[config.mk]
export PLATFORM = sky130hd
export DESIGN_NAME = regfile_mp
export DESIGN_NICKNAME = d
export VERILOG_FILES = /design/src/rtl/regfile_mp.sv
export SDC_FILE = /design/constraint.sdc
export NUM_CORES = 1
export LEC_CHECK = 0
export ABC_AREA = 0
export BUFFER_PORTS_ARGS = -buffer_cell sky130_fd_sc_hd__buf_2
export CORE_MARGIN = 1
export CORE_UTILIZATION = 30
export DETAILED_ROUTE_END_ITERATION = 16
export GPL_TIMING_DRIVEN = 0
export PLACE_DENSITY_LB_ADDON = 0.1
export SYNTH_ARGS = -nofsm -noshare
export SYNTH_HDL_FRONTEND = slang
export SYNTH_SLANG_ARGS = --single-unit
export TNS_END_PERCENT = 30
[constraint.sdc]
create_clock -name clk -period 5.9 [get_ports clk]
set_clock_uncertainty 0.1 [all_clocks]
set_input_delay 0.885 -clock clk [delete_from_list [all_inputs] [get_ports clk]]
set_output_delay 0.885 -clock clk [all_outputs]
set_load 0.02 [all_outputs]
[src/rtl/regfile_mp.sv]
// regfile_mp: integer register file with one write port, NRP combinational read ports,
// hardwired x0 and a clear sequencer. Same-cycle write forwarding: define REGFILE_BYPASS_EN.
module regfile_mp #(
    parameter int XLEN  = 32,
    parameter int NREGS = 32,
    parameter int AW    = 5,
    parameter int NRP   = 2
) (
    input  logic                clk,
    input  logic                rst,
    input  logic                clr,
    input  logic                we,
    input  logic [AW-1:0]       waddr,
    input  logic [XLEN-1:0]     wdata,
    input  logic [NRP*AW-1:0]   raddr,
    output logic [NRP*XLEN-1:0] rdata,
    output logic                busy
);

    typedef enum logic {
        ST_IDLE  = 1'b0,
        ST_CLEAR = 1'b1
    } state_e;

    localparam logic [AW-1:0] PTR_FIRST = AW'(1);
    localparam logic [AW-1:0] PTR_LAST  = AW'(NREGS - 1);

    state_e          state_q;
    state_e          state_d;
    logic [AW-1:0]   ptr_q;
    logic [AW-1:0]   ptr_d;
    logic            busy_q;
    logic            busy_d;
    logic            clr_wr_s;
    logic            usr_wr_s;
    // x0 is never stored; index 0 is answered by the read mux
    logic [XLEN-1:0] rf_q [1:NREGS-1];

    // Clear sequencer next state; busy_d mirrors the next state so busy is a pure flop
    always_comb begin
        state_d = state_q;
        ptr_d   = ptr_q;
        busy_d  = busy_q;
        if (rst) begin
            state_d = ST_CLEAR;
            ptr_d   = PTR_FIRST;
            busy_d  = 1'b1;
        end else begin
            case (state_q)
                ST_IDLE: begin
                    if (clr) begin
                        state_d = ST_CLEAR;
                        ptr_d   = PTR_FIRST;
                        busy_d  = 1'b1;
                    end else begin
                        state_d = ST_IDLE;
                        busy_d  = 1'b0;
                    end
                end
                ST_CLEAR: begin
                    if (ptr_q == PTR_LAST) begin
                        state_d = ST_IDLE;
                        busy_d  = 1'b0;
                    end else begin
                        ptr_d   = ptr_q + AW'(1);
                        busy_d  = 1'b1;
                    end
                end
                default: begin
                    state_d = ST_IDLE;
                    ptr_d   = PTR_FIRST;
                    busy_d  = 1'b0;
                end
            endcase
        end
    end

    // Sequencer registers
    always_ff @(posedge clk) begin
        state_q <= state_d;
        ptr_q   <= ptr_d;
        busy_q  <= busy_d;
    end

    // Array write strobes: the sequencer owns the array while clearing, rst blocks all writes
    always_comb begin
        clr_wr_s = 1'b0;
        usr_wr_s = 1'b0;
        if (!rst && (state_q == ST_CLEAR)) begin
            clr_wr_s = 1'b1;
        end else if (!rst && (state_q == ST_IDLE) && we && (waddr != '0)) begin
            usr_wr_s = 1'b1;
        end else begin
            clr_wr_s = 1'b0;
            usr_wr_s = 1'b0;
        end
    end

    // Register array storage
    always_ff @(posedge clk) begin
        if (clr_wr_s) begin
            rf_q[ptr_q] <= '0;
        end else if (usr_wr_s) begin
            rf_q[waddr] <= wdata;
        end
    end

    // Per-port read mux in priority order: busy, x0, optional forward, array
    always_comb begin
        rdata = '0;
        for (int p = 0; p < NRP; p++) begin
            if (busy_q) begin
                rdata[p*XLEN +: XLEN] = '0;
            end else if (raddr[p*AW +: AW] == '0) begin
                rdata[p*XLEN +: XLEN] = '0;
`ifdef REGFILE_BYPASS_EN
            end else if (we && (waddr == raddr[p*AW +: AW])) begin
                rdata[p*XLEN +: XLEN] = wdata;
`endif
            end else begin
                rdata[p*XLEN +: XLEN] = rf_q[raddr[p*AW +: AW]];
            end
        end
    end

    assign busy = busy_q;

endmodule
* Word-level counts from Yosys, hierarchy flattened
Memories as Yosys holds them, arrays and structs flattened. Cells that the tools add are included.
Word-level totals: flip-flop bits (word level) 6, RAM bits 992, input port bits 51, output and inout port bits 65, logic and storage cells 39, memories kept 1
Operators by class: add/sub/neg operators 1, equality and inequality tests 3, muxes and demuxes 21, bitwise gates (word level) 1, reductions and logical operators 10
Memory list:
- rf_q | words 31, bits a word 32, rd ports 2, clocked after memory_dff 0, wr ports 1, RTL line 37 | logic [XLEN-1:0] rf_q [1:NREGS-1];
Operators with widths (number):
- $mux W32 | 5
- $reduce_or A32 Y1 | 1
- $mux W5 | 3
- $mux W1 | 11
- $logic_not A5 Y1 | 2
- $pmux W5 S2 | 1
- $add A5 B1 Y5 const B | 1
- $eq A5 B5 Y1 const B | 1
- $reduce_bool A5 Y1 | 1
- $logic_and A1 B1 Y1 | 4
- $ne A2 B2 Y1 const B | 2
- $pmux W1 S2 | 1
- $reduce_and A2 Y1 | 1
- $logic_not A1 Y1 | 1
- $not A1 Y1 | 1

* Depth between registers and ports, before layout
depth in word-level cells 11, gate-level depth with buffers 8, gate-level depth less buffers 8

* Worst setup path after synthesis
Ideal clock, no wire load.
kind input -> register, start input waddr[1], end memory rf_q[31][0], enable pin, library setup time 0.461 ns, arrival time 4.388 ns, data required time 5.339 ns, setup slack 0.951 ns, stages 6, path buffers 2, path through buf_6 or4_4 o21a_1 buf_6 o31a_1 nor3_1
On the way: longest elaborated chain between the ends 9, elaborated cells on any way between the ends 10, classes of those cells mux: 7; reduce/logical: 3
RTL lines:
- start: declaration | RTL line 13 | input logic [AW-1:0] waddr,
- $reduce_bool A5 Y1 | RTL line 91 | end else if (!rst && (state_q == ST_IDLE) && we && (waddr != '0)) begin
- $logic_and A1 B1 Y1 | RTL line 91
- $mux W1 | RTL line 91
- $mux W1 | RTL line 89 | if (!rst && (state_q == ST_CLEAR)) begin
- $mux W1 | RTL line 103 | end else if (usr_wr_s) begin
- $mux W1 | RTL line 101 | if (clr_wr_s) begin
- $mux W1 (implied by the code) | RTL line 104 | rf_q[waddr] <= wdata;
- $reduce_or A32 Y1 (no line)
- $mux W5 (no line) or $mux W1 (tied branches)
- end: declaration | RTL line 37
Several ways; a longest one is shown, not always the timed one.

* Worst setup path in the final report
start input raddr[9], end output rdata[61]
On the way: longest elaborated chain between the ends 3, elaborated cells on any way between the ends 4, classes of those cells mux: 2; reduce/logical: 1; memory: 1
RTL lines:
- start: declaration | RTL line 15 | input logic [NRP*AW-1:0] raddr,
- $mem_v2 Z31 W32 or $logic_not A5 Y1 (tied branches)
- $mux W32 * | RTL line 114 | end else if (raddr[p*AW +: AW] == '0) begin
- $mux W32 * | RTL line 112 | if (busy_q) begin
- end: declaration | RTL line 16 | output logic [NRP*XLEN-1:0] rdata,
Every way passes the cells marked *; elsewhere a longest branch is shown, timed or not.

==> qor.txt <==
SYNTH
-----------------------------------------------------------------------------------------------
Sequential cell area fraction in the yosys report ................................       61.88%
Most frequent cell after synthesis ............................................... sky130_fd_sc_hd__edfxtp_1
Leading cell types by total area after synthesis ................................. sky130_fd_sc_hd__edfxtp_1 (62%), sky130_fd_sc_hd__mux2i_1 (12%), sky130_fd_sc_hd__mux4_2 (9.0%)
Post-synthesis register bit count ................................................          998
Proportion of register bits with asynchronous set or reset after synthesis .......           0%
Post-synthesis instance area .....................................................  48,340 um^2
Library cell with the largest summed area after synthesis ........................ sky130_fd_sc_hd__edfxtp_1
Count of unique library cells instantiated by Yosys ..............................           53
Per-instance average area after synthesis ........................................   15.74 um^2
Syn_nets .........................................................................        3,124
Number of flops mapped to enable cells by yosys ..................................          992
Top cell types by occurrence after synthesis ..................................... sky130_fd_sc_hd__edfxtp_1 (992), sky130_fd_sc_hd__mux2i_1 (572), sky130_fd_sc_hd__mux4_2 (194), sky130_fd_sc_hd__nor2_1 (184), sky130_fd_sc_hd__a22oi_1 (128)
Mapped Cells .....................................................................        3,071
Yosys warnings ...................................................................            0
Top flip-flop cell by instance count after synthesis ............................. sky130_fd_sc_hd__edfxtp_1
Fraction of post-synthesis cell area in the top cell type by area ................       61.63%

PLACEMENT
-----------------------------------------------------------------------------------------------
Final RePlAce weighted congestion ................................................       0.8875
Number of input and output port buffers inserted .................................          111
Post-placement setup slack .......................................................    0.5121 ns
Half-perimeter wire length after detailed placement ..............................   138,700 um

CTS
-----------------------------------------------------------------------------------------------
Number of buffers created by CTS .................................................          113
Number of setup buffers added after CTS ..........................................            0
Post-CTS Hold Fix Bufs ...........................................................            0
# H-tree levels ..................................................................            3
CTS tree .........................................................................          yes
Number of buffers on the longest clock path ......................................            3
Number of gates given a new drive strength after cts .............................            0
TritonCTS sink count .............................................................          998
Buffer type at the clock tree root ............................................... sky130_fd_sc_hd__clkbuf_16
Worst skew pair latency ..........................................................      0.71 ns
Clock input transition at the sequential cells of the worst setup and hold paths .      0.05 ns

GRT
-----------------------------------------------------------------------------------------------
Vias in the first global route ...................................................       31,780
Wire length of the first global-routing pass .....................................   256,800 um
Overall overflow remaining after global route ....................................            0
Antenna violations before repair .................................................            9
Pin count of the biggest net entering global routing .............................           32
GRT Util Overall .................................................................       22.79%

CELLS AND AREA
-----------------------------------------------------------------------------------------------
Sequential Area ..................................................................  29,910 um^2
Final Net Count ..................................................................        3,426
Synthesis-to-layout area growth ..................................................       16.90%
Multi-input gate area ............................................................  17,240 um^2
Share of final-layout standard cells stronger than drive strength 1 ..............       22.48%
Fraction of the core area covered by cells at the end of the flow ................       35.51%
Filler Cells Inserted ............................................................       15,040

STA
-----------------------------------------------------------------------------------------------
Worst Setup Slack, final .........................................................    0.2361 ns
Post-route fraction of the period consumed by the critical path ..................       96.00%
Slew @ Worst Pin .................................................................     1.494 ns
Top achievable clock speed .......................................................    176.6 MHz
Worst relative slew slack ........................................................      0.4079%
Sum of negative setup slack ......................................................         0 ns
RSZ-0062 raised after global routing .............................................           no
Number of slew-limit violations in the final report ..............................            0
Time the final worst path needs with I/O delays and setup ........................     5.664 ns
Setup Viol. Count Final ..........................................................            0
Total count of hold-check failures in the final report ...........................            0

SETUP PATH
-----------------------------------------------------------------------------------------------
Capturing element type of the critical path ......................................   output pin
Kind of cell with the highest combined delay on the critical path ................ buffers and inverters
Element type at the critical path start .......................................... primary input
Critical Path Slowest Stage Cell ................................................. sky130_fd_sc_hd__a2111oi_1
Data arrival, critical path ......................................................      4.68 ns
Worst setup path category ........................................................ primary input to output pin
Count of buffering cells on the critical path with inverters included ............            4
Crit Path Max Fanout .............................................................           10
Critical path data required time .................................................      4.91 ns
Crit path cell chain ............................................................. buf_2, clkbuf_1, clkbuf_1, a31oi_1, a2111oi_1, buf_2
Slowest Stage Delay on Critical Path .............................................      1.01 ns

WORST HOLD PATH
-----------------------------------------------------------------------------------------------
Classification of the worst-slack hold path ...................................... primary input to register

ROUTING
-----------------------------------------------------------------------------------------------
Initial detailed-routing violation count .........................................        3,447
Detailed-router iteration count before antenna repair ............................            5
Wire length per cell .............................................................     33.73 um
Overall routed net length ........................................................   189,400 um
Via count ........................................................................       31,460
Routed vias/inst .................................................................        5.602
Post-detailed-route count of antenna-violating nets ..............................            0
Drc violations ...................................................................            0

FLOORPLANNING
-----------------------------------------------------------------------------------------------
# IOs ............................................................................          116
Die footprint .................................................................... 162,700 um^2
Area of the core region .......................................................... 159,100 um^2
Chip Width .......................................................................     403.4 um
Floorplan die height .............................................................     403.4 um
Placement Rows ...................................................................          146
Initial Util .....................................................................       30.38%

JOB
-----------------------------------------------------------------------------------------------
MaxCap Viol Count ................................................................            0

POWER AND IR DROP
-----------------------------------------------------------------------------------------------
Standby leakage power ............................................................     18.35 nW
IR Drop Worst-Case VDD ...........................................................     240.5 uV
Power density over cell area ..................................................... 283.7 nW/um^2
Final Power ......................................................................     16.03 mW

STATUS
-----------------------------------------------------------------------------------------------
Result of the run ................................................................ finished, final reports clean

## report_power, final
group / switching (mW) / total (mW) / internal [mW]
Clock: 2.90 / 6.94 / 4.04
Combinational: 0.886 / 1.32 / 0.432
Sequential: 0.0276 / 7.77 / 7.74
## cell usage in the layout, fill, tap and decap left out, types with 65 or more instances in the layout
cell type	n
sky130_fd_sc_hd__nand2_1	75
sky130_fd_sc_hd__a31oi_1	67
sky130_fd_sc_hd__nor2_1	167
sky130_fd_sc_hd__clkbuf_16	118
sky130_fd_sc_hd__a21o_1	65
sky130_fd_sc_hd__buf_6	65
sky130_fd_sc_hd__clkbuf_1	128
sky130_fd_sc_hd__nor2b_1	68
sky130_fd_sc_hd__a211o_1	65
sky130_fd_sc_hd__mux4_2	194
sky130_fd_sc_hd__mux2i_1	572
sky130_fd_sc_hd__edfxtp_1	992
sky130_fd_sc_hd__buf_2	164
sky130_fd_sc_hd__a22oi_1	128
sky130_fd_sc_hd__o22ai_1	65
## metal layers
metal	GRT usage (%)	wire, um	share of wire, %
met1	31.09	81680	43
met4	5.917	4259	2.2
met5	0	11	0.0058
met3	3.624	12920	6.8
met2	37.64	90550	48
## state kept, by name, summed over array words and instances (netlist names)
name / cells
rf_q: 992
busy: 1
ptr_q: 5
## stage by stage
stage / hold slack, ns / cell area, um^2 / cells
detailed placement: 0.5046 / 52860 / 5402
CTS: 0.3374 / 56430 / 5605
global placement: 0.4875 / 51580 / 5328
finish: 0.3890 / 56510 / 5616
global route: 0.4044 / 56480 / 5607
floorplan: 0.4238 / 48340 / 3071
## cells by family after synthesis
group / count (synthesis) / synth area share (%)
flip-flops: 998 / 61.88
AO/OA/AOI/OAI: 571 / 9.456
multiplexers: 769 / 20.95
AND/OR/NAND/NOR: 471 / 4.693
adder cells (fa/ha/maj): 2 / 0.05176
buffers and inverters: 260 / 2.969
## area by class of cell
class | count | area share [%]
Clock inverter | 62 | 0.9388
Timing Repair Buffer | 187 | 2.918
Sequential cell | 998 | 52.93
Multi-Input combinational cell | 1813 | 30.50
Tap cell | 2146 | 4.752
Clock buffer | 141 | 5.378
Inverter | 8 | 0.05314
Antenna cell | 9 | 0.03986
Buffer | 252 | 2.487
## final timing paths
kind / startpoint / to / slack, ns / cells past startpoint
worst min-delay path: clr / ptr_q[2]$_SDFFE_PP0P_ / 0.39 / 3
worst min register to register: ptr_q[0]$_SDFFE_PP1P_ / ptr_q[0]$_SDFFE_PP1P_ / 0.52 / 1
worst max-delay path: raddr[9] / rdata[61] / 0.24 / 6
worst max register to register: busy$_SDFF_PP1_ / rf_q[19][6]$_DFFE_PP_ / 2.15 / 10
## worst register-to-register path, cell delays in order (launching register included)
cell and delay [ns]:
sky130_fd_sc_hd__dfxtp_1 0.30, sky130_fd_sc_hd__clkbuf_1 0.20, sky130_fd_sc_hd__nor3b_2 0.55, sky130_fd_sc_hd__o21ai_2 0.27, sky130_fd_sc_hd__a31oi_1 0.91, sky130_fd_sc_hd__nor3_2 0.29, sky130_fd_sc_hd__buf_6 0.25, sky130_fd_sc_hd__buf_6 0.16
sky130_fd_sc_hd__buf_6 0.17, sky130_fd_sc_hd__buf_6 0.16, sky130_fd_sc_hd__buf_8 0.16
No activity file was read; power rests on OpenSTA's default activity.
